<file path="src/rtl/mux_nx1_reg_if.sv">
// Handshake bundle for mux_nx1_reg: N input channels with valid/ready, select/mode
// controls, and one registered output channel with valid/ready.
// master: the surrounding logic (producers + consumer); slave: the mux itself.
interface mux_nx1_reg_if #(
   parameter int unsigned WIDTH = 3,
   parameter int unsigned N     = 4
);
   localparam int unsigned SELW = (N > 1) ? $clog2(N) : 1;

   logic [N*WIDTH-1:0] in_data;
   logic [N-1:0]       in_valid;
   logic [N-1:0]       in_ready;
   logic [SELW-1:0]    sel;
   logic               mode;
   logic [WIDTH-1:0]   out_data;
   logic [SELW-1:0]    out_chan;
   logic               out_valid;
   logic               out_ready;

   modport master (
      output in_data, in_valid, sel, mode, out_ready,
      input  in_ready, out_data, out_chan, out_valid
   );

   modport slave (
      input  in_data, in_valid, sel, mode, out_ready,
      output in_ready, out_data, out_chan, out_valid
   );
endinterface

</file>
<file path="src/rtl/mux_nx1_reg.sv">
// mux_nx1_reg: N-input, WIDTH-bit registered multiplexer with valid/ready on every
// channel. One channel is granted per cycle, either by explicit select (mode=0) or
// by round-robin arbitration (mode=1), and its word is captured in a single-entry
// output register. in_ready is combinational; in_data only reaches the register.
//
// Build option: define MUX_NX1_RR_EN to build the round-robin arbiter and rr_ptr.
// Without it, mode is ignored and fixed-select behaviour always applies.
module mux_nx1_reg #(
   parameter  int unsigned WIDTH = 3,
   parameter  int unsigned N     = 4,
   localparam int unsigned SELW  = (N > 1) ? $clog2(N) : 1
) (
   input logic            clk,
   input logic            rst_n,
   mux_nx1_reg_if.slave   bus
);

   logic [WIDTH-1:0] out_data_q, out_data_d;
   logic [SELW-1:0]  out_chan_q, out_chan_d;
   logic             out_valid_q, out_valid_d;

   logic             load_en;
   logic [N-1:0]     grant_fixed;
   logic [N-1:0]     grant;
   logic [N-1:0]     in_ready;
   logic             xfer;
   logic [SELW-1:0]  win_idx;
   logic [WIDTH-1:0] win_data;

   // The register can take a word when empty or when its word leaves this cycle.
   assign load_en = ~out_valid_q | bus.out_ready;

   // Fixed select: sel values of N or more match no channel and grant nothing.
   always_comb begin
      grant_fixed = '0;
      for (int i = 0; i < N; i++) begin
         grant_fixed[i] = bus.in_valid[i] && (bus.sel == SELW'(i));
      end
   end

`ifdef MUX_NX1_RR_EN
   logic [SELW-1:0] rr_ptr_q;
   logic [N-1:0]    grant_rr;

   // Round-robin: first valid channel after the last winner, wrapping N-1 -> 0.
   always_comb begin
      int unsigned idx;
      logic        found;
      grant_rr = '0;
      found    = 1'b0;
      idx      = 0;
      for (int unsigned k = 1; k <= N; k++) begin
         idx = 32'(rr_ptr_q) + k;
         if (idx >= N) begin
            idx = idx - N;
         end
         if (!found && bus.in_valid[SELW'(idx)]) begin
            grant_rr[SELW'(idx)] = 1'b1;
            found                = 1'b1;
         end
      end
   end

   assign grant = bus.mode ? grant_rr : grant_fixed;

   // rr_ptr tracks the last winner in both modes; reset value gives ch0 first pick.
   always_ff @(posedge clk or negedge rst_n) begin
      if (!rst_n) begin
         rr_ptr_q <= SELW'(N - 1);
      end else if (xfer) begin
         rr_ptr_q <= win_idx;
      end
   end
`else
   logic unused_mode;

   assign unused_mode = bus.mode;
   assign grant       = grant_fixed;
`endif

   // Gated by rst_n so no producer sees ready while the block is held in reset.
   assign in_ready     = grant & {N{load_en & rst_n}};
   assign bus.in_ready = in_ready;
   assign xfer         = |in_ready;

   // Encode the one-hot grant into the winning index and its data word.
   always_comb begin
      win_idx  = '0;
      win_data = '0;
      for (int i = 0; i < N; i++) begin
         if (grant[i]) begin
            win_idx  = SELW'(i);
            win_data = bus.in_data[i*WIDTH +: WIDTH];
         end
      end
   end

   // Load on input transfer (replaces a draining word with no bubble), else drain.
   always_comb begin
      out_data_d  = out_data_q;
      out_chan_d  = out_chan_q;
      out_valid_d = out_valid_q;
      if (xfer) begin
         out_data_d  = win_data;
         out_chan_d  = win_idx;
         out_valid_d = 1'b1;
      end else if (bus.out_ready) begin
         out_valid_d = 1'b0;
      end
   end

   // Single-entry output register; async reset drops any held word.
   always_ff @(posedge clk or negedge rst_n) begin
      if (!rst_n) begin
         out_data_q  <= '0;
         out_chan_q  <= '0;
         out_valid_q <= 1'b0;
      end else begin
         out_data_q  <= out_data_d;
         out_chan_q  <= out_chan_d;
         out_valid_q <= out_valid_d;
      end
   end

   assign bus.out_data  = out_data_q;
   assign bus.out_chan  = out_chan_q;
   assign bus.out_valid = out_valid_q;

   // At most one producer may be accepted per cycle.
   a_ready_onehot: assert property (@(posedge clk) disable iff (!rst_n)
      $onehot0(in_ready));

   // A stalled word must stay put until the consumer takes it.
   a_stall_stable: assert property (@(posedge clk) disable iff (!rst_n)
      (out_valid_q && !bus.out_ready) |=> (out_valid_q && $stable(out_data_q)));

endmodule

</file>
<file path="src/flat_wrapper.sv">
// flat-port wrapper written by rule: the top's interface ports become plain ports
module mux_nx1_reg_flat 
#(
   parameter  int unsigned WIDTH = 3,
   parameter  int unsigned N     = 4,
   localparam int unsigned SELW  = (N > 1) ? $clog2(N) : 1
)
  (clk, rst_n, bus_in_data, bus_in_valid, bus_sel, bus_mode, bus_out_ready, bus_in_ready, bus_out_data, bus_out_chan, bus_out_valid);
  mux_nx1_reg_if #(.WIDTH(WIDTH), .N(N)) bus_i ();
  input logic clk;
  input logic rst_n;
  input wire logic [$bits(bus_i.in_data)-1:0] bus_in_data;
  input wire logic [$bits(bus_i.in_valid)-1:0] bus_in_valid;
  input wire logic [$bits(bus_i.sel)-1:0] bus_sel;
  input wire logic [$bits(bus_i.mode)-1:0] bus_mode;
  input wire logic [$bits(bus_i.out_ready)-1:0] bus_out_ready;
  output wire logic [$bits(bus_i.in_ready)-1:0] bus_in_ready;
  output wire logic [$bits(bus_i.out_data)-1:0] bus_out_data;
  output wire logic [$bits(bus_i.out_chan)-1:0] bus_out_chan;
  output wire logic [$bits(bus_i.out_valid)-1:0] bus_out_valid;
  assign bus_i.in_data = bus_in_data;
  assign bus_i.in_valid = bus_in_valid;
  assign bus_i.sel = bus_sel;
  assign bus_i.mode = bus_mode;
  assign bus_i.out_ready = bus_out_ready;
  assign bus_in_ready = bus_i.in_ready;
  assign bus_out_data = bus_i.out_data;
  assign bus_out_chan = bus_i.out_chan;
  assign bus_out_valid = bus_i.out_valid;
  mux_nx1_reg #(.WIDTH(WIDTH), .N(N)) u_core (.clk(clk), .rst_n(rst_n), .bus(bus_i));
endmodule
</file>
<file path="config.mk">
export PLATFORM = sky130hd
export DESIGN_NAME = mux_nx1_reg_flat
export DESIGN_NICKNAME = d
export VERILOG_FILES = /design/src/rtl/mux_nx1_reg_if.sv /design/src/rtl/mux_nx1_reg.sv /design/src/flat_wrapper.sv
export SDC_FILE = /design/constraint.sdc
export NUM_CORES = 1
export LEC_CHECK = 0
export ABC_AREA = 1
export BUFFER_PORTS_ARGS = -buffer_cell sky130_fd_sc_hd__buf_4
export CORE_AREA = 2 2 39 41
export CTS_CLUSTER_SIZE = 20
export DETAILED_ROUTE_END_ITERATION = 8
export DIE_AREA = 0 0 41 43
export GPL_ROUTABILITY_DRIVEN = 1
export PLACE_DENSITY_LB_ADDON = 0.1
export SYNTH_ARGS = -nofsm -noshare
export SYNTH_HDL_FRONTEND = slang
export SYNTH_SLANG_ARGS = --single-unit
export TNS_END_PERCENT = 20
</file>
<file path="constraint.sdc">
create_clock -name clk -period 2.25 [get_ports clk]
set_input_delay 0.1125 -clock clk [delete_from_list [all_inputs] [get_ports clk]]
set_output_delay 0.1125 -clock clk [all_outputs]
set_load 0.01 [all_outputs]
</file>
Word level (Yosys, flattened, before mapping)

Cells that the tools add are included.

Flip-flop bits (word level): 6
Input port bits: 22
Output and inout bits: 10
Logic and storage cells: 26

Reductions and logical operators: 7
Equality and inequality tests: 3
Bitwise gates (word level): 4
Mux-type cells: 9

Operators by type and width:

| cell                                                 | count |
|---|---|
| 2-to-1 mux 3 bit                                     | 4 |
| AND 4 bit                                            | 1 |
| equality test 2 bit (second input constant)          | 2 |
| logical AND 1 bit                                    | 4 |
| 2-to-1 mux 2 bit                                     | 2 |
| OR reduction 4 bit                                   | 1 |
| 2-to-1 mux 1 bit                                     | 3 |
| equality test 2 x 1 -> 1 bit (second input constant) | 1 |
| zero test 2 bit                                      | 1 |
| nonzero test 2 bit                                   | 1 |
| AND 1 bit                                            | 1 |
| inverter 1 bit                                       | 1 |
| bitwise OR 1 bit                                     | 1 |

Logic depth before layout (Yosys ltp)

Depth after elaboration: 6
Gate-level depth with buffers: 8
Mapped depth without buffers: 7

Worst setup path after synthesis

No wires, ideal clock.

Kind: register -> register
From: register u_core.out_valid_q, in the netlist u_core.bus.out_valid
To: register u_core.out_data_q[1], in the netlist u_core.bus.out_data[1]
Clock period less this slack: 1.071 ns
Stages on the path, launching flop included: 7
Setup time: 0.117 ns
Arrival: 0.954 ns
Required time: 2.133 ns
Slack: 1.179 ns
Path buffers: 0
Cells stage by stage: dfrtp_1 -> inv_1 -> o21a_1 -> o21ai_4 -> nand2_4 -> nand2_1 -> nand2_1

Cells in the longest elaborated chain, start to end: 5

RTL lines:

| what                   | RTL line           | text |
|---|---|---|
| start, declared        | mux_nx1_reg.sv:20  | `logic out_valid_q, out_valid_d;` |
| start signal, assigned | mux_nx1_reg.sv:121 | `out_valid_q <= out_valid_d;` |
| inverter 1 bit         | mux_nx1_reg.sv:31  | `assign load_en = ~out_valid_q \| bus.out_ready;` |
| bitwise OR 1 bit       | mux_nx1_reg.sv:31  |  |
| AND 1 bit              | mux_nx1_reg.sv:82  | `assign in_ready = grant & {N{load_en & rst_n}};` |
| AND 4 bit              | mux_nx1_reg.sv:82  |  |
| OR reduction 4 bit     | mux_nx1_reg.sv:84  | `assign xfer = \|in_ready;` |
| end signal, assigned   | mux_nx1_reg.sv:119 | `out_data_q <= out_data_d;` |
| end, declared          | mux_nx1_reg.sv:18  | `logic [WIDTH-1:0] out_data_q, out_data_d;` |

Every way passes these cells.
A chain may end at the register's enable or synchronous reset.

Worst setup path in the final report

From: input port rst_n
To: output port bus_in_ready[0]

Cells in the longest elaborated chain, start to end: 2

RTL lines:

| what            | RTL line           | text |
|---|---|---|
| start, declared | flat_wrapper.sv:11 | `input logic rst_n;` |
| AND 1 bit       | mux_nx1_reg.sv:82  |  |
| AND 4 bit       | mux_nx1_reg.sv:82  |  |
| end, declared   | flat_wrapper.sv:17 | `output wire logic [$bits(bus_i.in_ready)-1:0] bus_in_ready;` |

Every way passes these cells.

==> run metrics <==
Leak=roughly 0.38 nW; 1st-pass router iterations=6; Layout Cells excl Fill=110; vias=~540; Longest Clk Path Bufs=2; H-tree levels=1; drt wl/cell=approximately 11 um; maximum VDD drop=0.000148 V; fin area=approximately 740 sq um; number of setup violations in the final report=0; Die Span X=41 um; Post-Place Cells=around 110; post-DP HPWL=~980 um; Least-Margin Pin Slew=between 400 and 500 ps; number of max-cap violations=0; full die area=1760 sq um; first-pass GRT wire length=between 1.5 and 2 mm; worst stage delay on the critical path=520 ps; total wire length=1.18 mm; status=finished clean; R2R setup slack=1170 ps; pin count of the biggest net entering global routing=15; Num CTS Buffers=3; Yosys top cell area share=31.3%; placement row count=14; syn_area_per_cell=7.73 sq um; Syn Nets=84; Max Fclk=714 MHz; cell count after synthesis=a little over 60; WS Path Type=in2out; CP bufs+invs=3; Synth cell types=18; clock sinks=6; max-slew violations=0; most used cell, CP=buf_4; kind of cell adding the most delay to the critical path=buffers and inverters; DR vias/cell=approximately 4.9; area delta synth->final=54.0%; Worst Hold Class=in2reg; worst skew pair latency=240 ps; Yosys reg bits=6; Clock Skew=roughly 1.3 ps; Worst EP arrival=roughly 1300 ps; Setup crit end kind=output pin; Core ar.=between 1000 and 1500 sq um; worst setup margin=between 800 and 900 ps; setup bufs post-CTS=0; Initial Util=between 30% and 40%; clock root buffer=clkbuf_4; max_slew headroom=around 72%; # IOs=32; Final Net Count=~120; top cells by area, synth=dfrtp_1 31%, nand4_1 14%, nand2_1 10%; WP data required=between 2000 and 2500 ps; Post-DP Area=706 sq um; crit-path cells=dlygate4sd3_1, buf_4, o21ai_0, nor3_1, buf_4; setup TNS=0 ps; worst-path fanout max=8; CTS clock-pin slew for the worst setup and hold paths=approximately 40 ps; post-synthesis sequential area ratio=between 30% and 40%; share of layout cells above drive strength 1=45.7%; Crit-path slowest cell=dlygate4sd3_1; CTS tree=built; final RePlAce weighted congestion=approximately 0.74; crit share post-route=around 62%; Netlist Area Pre-Place=479 sq um; die height=around 43 um; antenna violations before repair=0; Ys Warns=0; drt drc=0; RSZ-0062 raised after global routing=false; Synth area leader=dfrtp_1; DRT antenna net count=0; PortBufs=30; gr usage total=around 15%; Iter 0 DRT Violations=11; CP startpoint kind=primary input; Hold Fails Final Rpt=0; grt ovf=0; vias in the first global route=roughly 500; Post-Route Utilization=a little over half; diode count=0; setup slack at placement=~1200 ps; Tmin final=between 1000 and 1500 ps; Cell Pwr Density=515 nW/um^2
-- layout by cell type, fill, tap and decap left out --
cell	netlist	routed
nor2_2	3	3
dfrtp_1	6	6
o21ai_4	2	2
nand3_2	1	1
inv_1	3	3
o21a_1	1	1
nand4_1	11	11
o211ai_1	1	1
nand2_4	2	2
o21ai_0	1	1
dlygate4sd3_1	0	1
buf_4	1	30
nor2_1	4	4
inv_6	1	1
clkbuf_4	0	3
inv_2	1	1
nand2_1	13	13
nand3_1	9	9
nor3_1	1	1
-- timing repair --
action	in CTS	in global routing
hold buffers	1	0
hold endpoints to repair	6	0
gates resized for setup	0	0
-- synth_stat cells --
master	n
nand2_1	13
nand4_1	11
nand3_1	9
dfrtp_1	6
nor2_1	4
inv_1	3
nor2_2	3
nand2_4	2
o21ai_4	2
buf_4	1
buf_6	1
inv_2	1
inv_6	1
nand3_2	1
nor3_1	1
o211ai_1	1
o21a_1	1
o21ai_0	1
-- worst reg2reg max path, stage by stage, from the launching register on --
cell	delay [ps]
dfrtp_1	340
inv_1	60
o21a_1	230
o21ai_4	140
nand2_4	90
nand2_1	70
nand2_1	40
-- final cells by class --
cell class              count  area, sq um
clock buffers               3         22.5
fillers                   150          646
inverters                   5         23.8
multi-input cells          49          287
flip-flops and latches      6          150
well taps                  16         20.0
repair buffers             31          235
-- cells by family after synthesis --
| logic type | count (synthesis) | synth area share [%] |
|---|---|---|
| and+or+nand+nor | 44 | 48.8 |
| buffers and inverters | 7 | 8.88 |
| DFF | 6 | 31.3 |
| AOI/OAI and AO/OA | 5 | 11.0 |
-- sequential cells by signal (all words and copies together) (netlist names) --
name	count
u_core.bus.out_chan	2
u_core.bus.out_data	3
u_core.bus.out_valid	1
-- routing by layer --
| layer | wire length [um] | up-vias | GRT usage (%) | part of all wire (%) |
|---|---|---|---|---|
| li1 | - | 286 | - | - |
| met1 | 502 | 231 | 19.2 | 43 |
| met2 | 584 | 26 | 25.3 | 50 |
| met3 | 87 | 0 | 1.57 | 7.4 |
| met4 | 0 | 0 | 6.00 | 0 |
| met5 | 0 | - | 0 | 0 |
-- where the power goes --
group / switching, mW / internal, mW / leakage, nW / total (mW)
Sequential: 0.0112 / 0.129 / 0.0776 / 0.140
Clock: 0.0365 / 0.0602 / 0.0138 / 0.0966
Combinational: 0.0690 / 0.0741 / 0.287 / 0.143
Total: 0.117 / 0.263 / 0.378 / 0.380
-- worst paths after layout --
check	cells past startpoint	endpoint	start
worst max-delay path	5	bus_in_ready[0]	rst_n
worst min-delay path	2	u_core.bus.out_valid$_DFFE_PN0P_	bus_out_ready
worst max register to register	6	u_core.bus.out_data[2]$_DFFE_PN0P_	u_core.bus.out_valid$_DFFE_PN0P_
worst min register to register	2	u_core.bus.out_chan[0]$_DFFE_PN0P_	u_core.bus.out_chan[0]$_DFFE_PN0P_
max in group asynchronous	2	u_core.bus.out_chan[0]$_DFFE_PN0P_	rst_n
min in group asynchronous	2	u_core.bus.out_chan[1]$_DFFE_PN0P_	rst_n
-- stage by stage --
stage	hold WS, ps	total power [mW]
after floorplan	-183	0.209
after global placement	-70.7	0.283
after detailed placement	-67.8	0.285
after CTS	83.1	0.384
after global routing	99.4	0.407
final	83.6	0.380
Note: power is estimated with default switching activity, not from simulation.
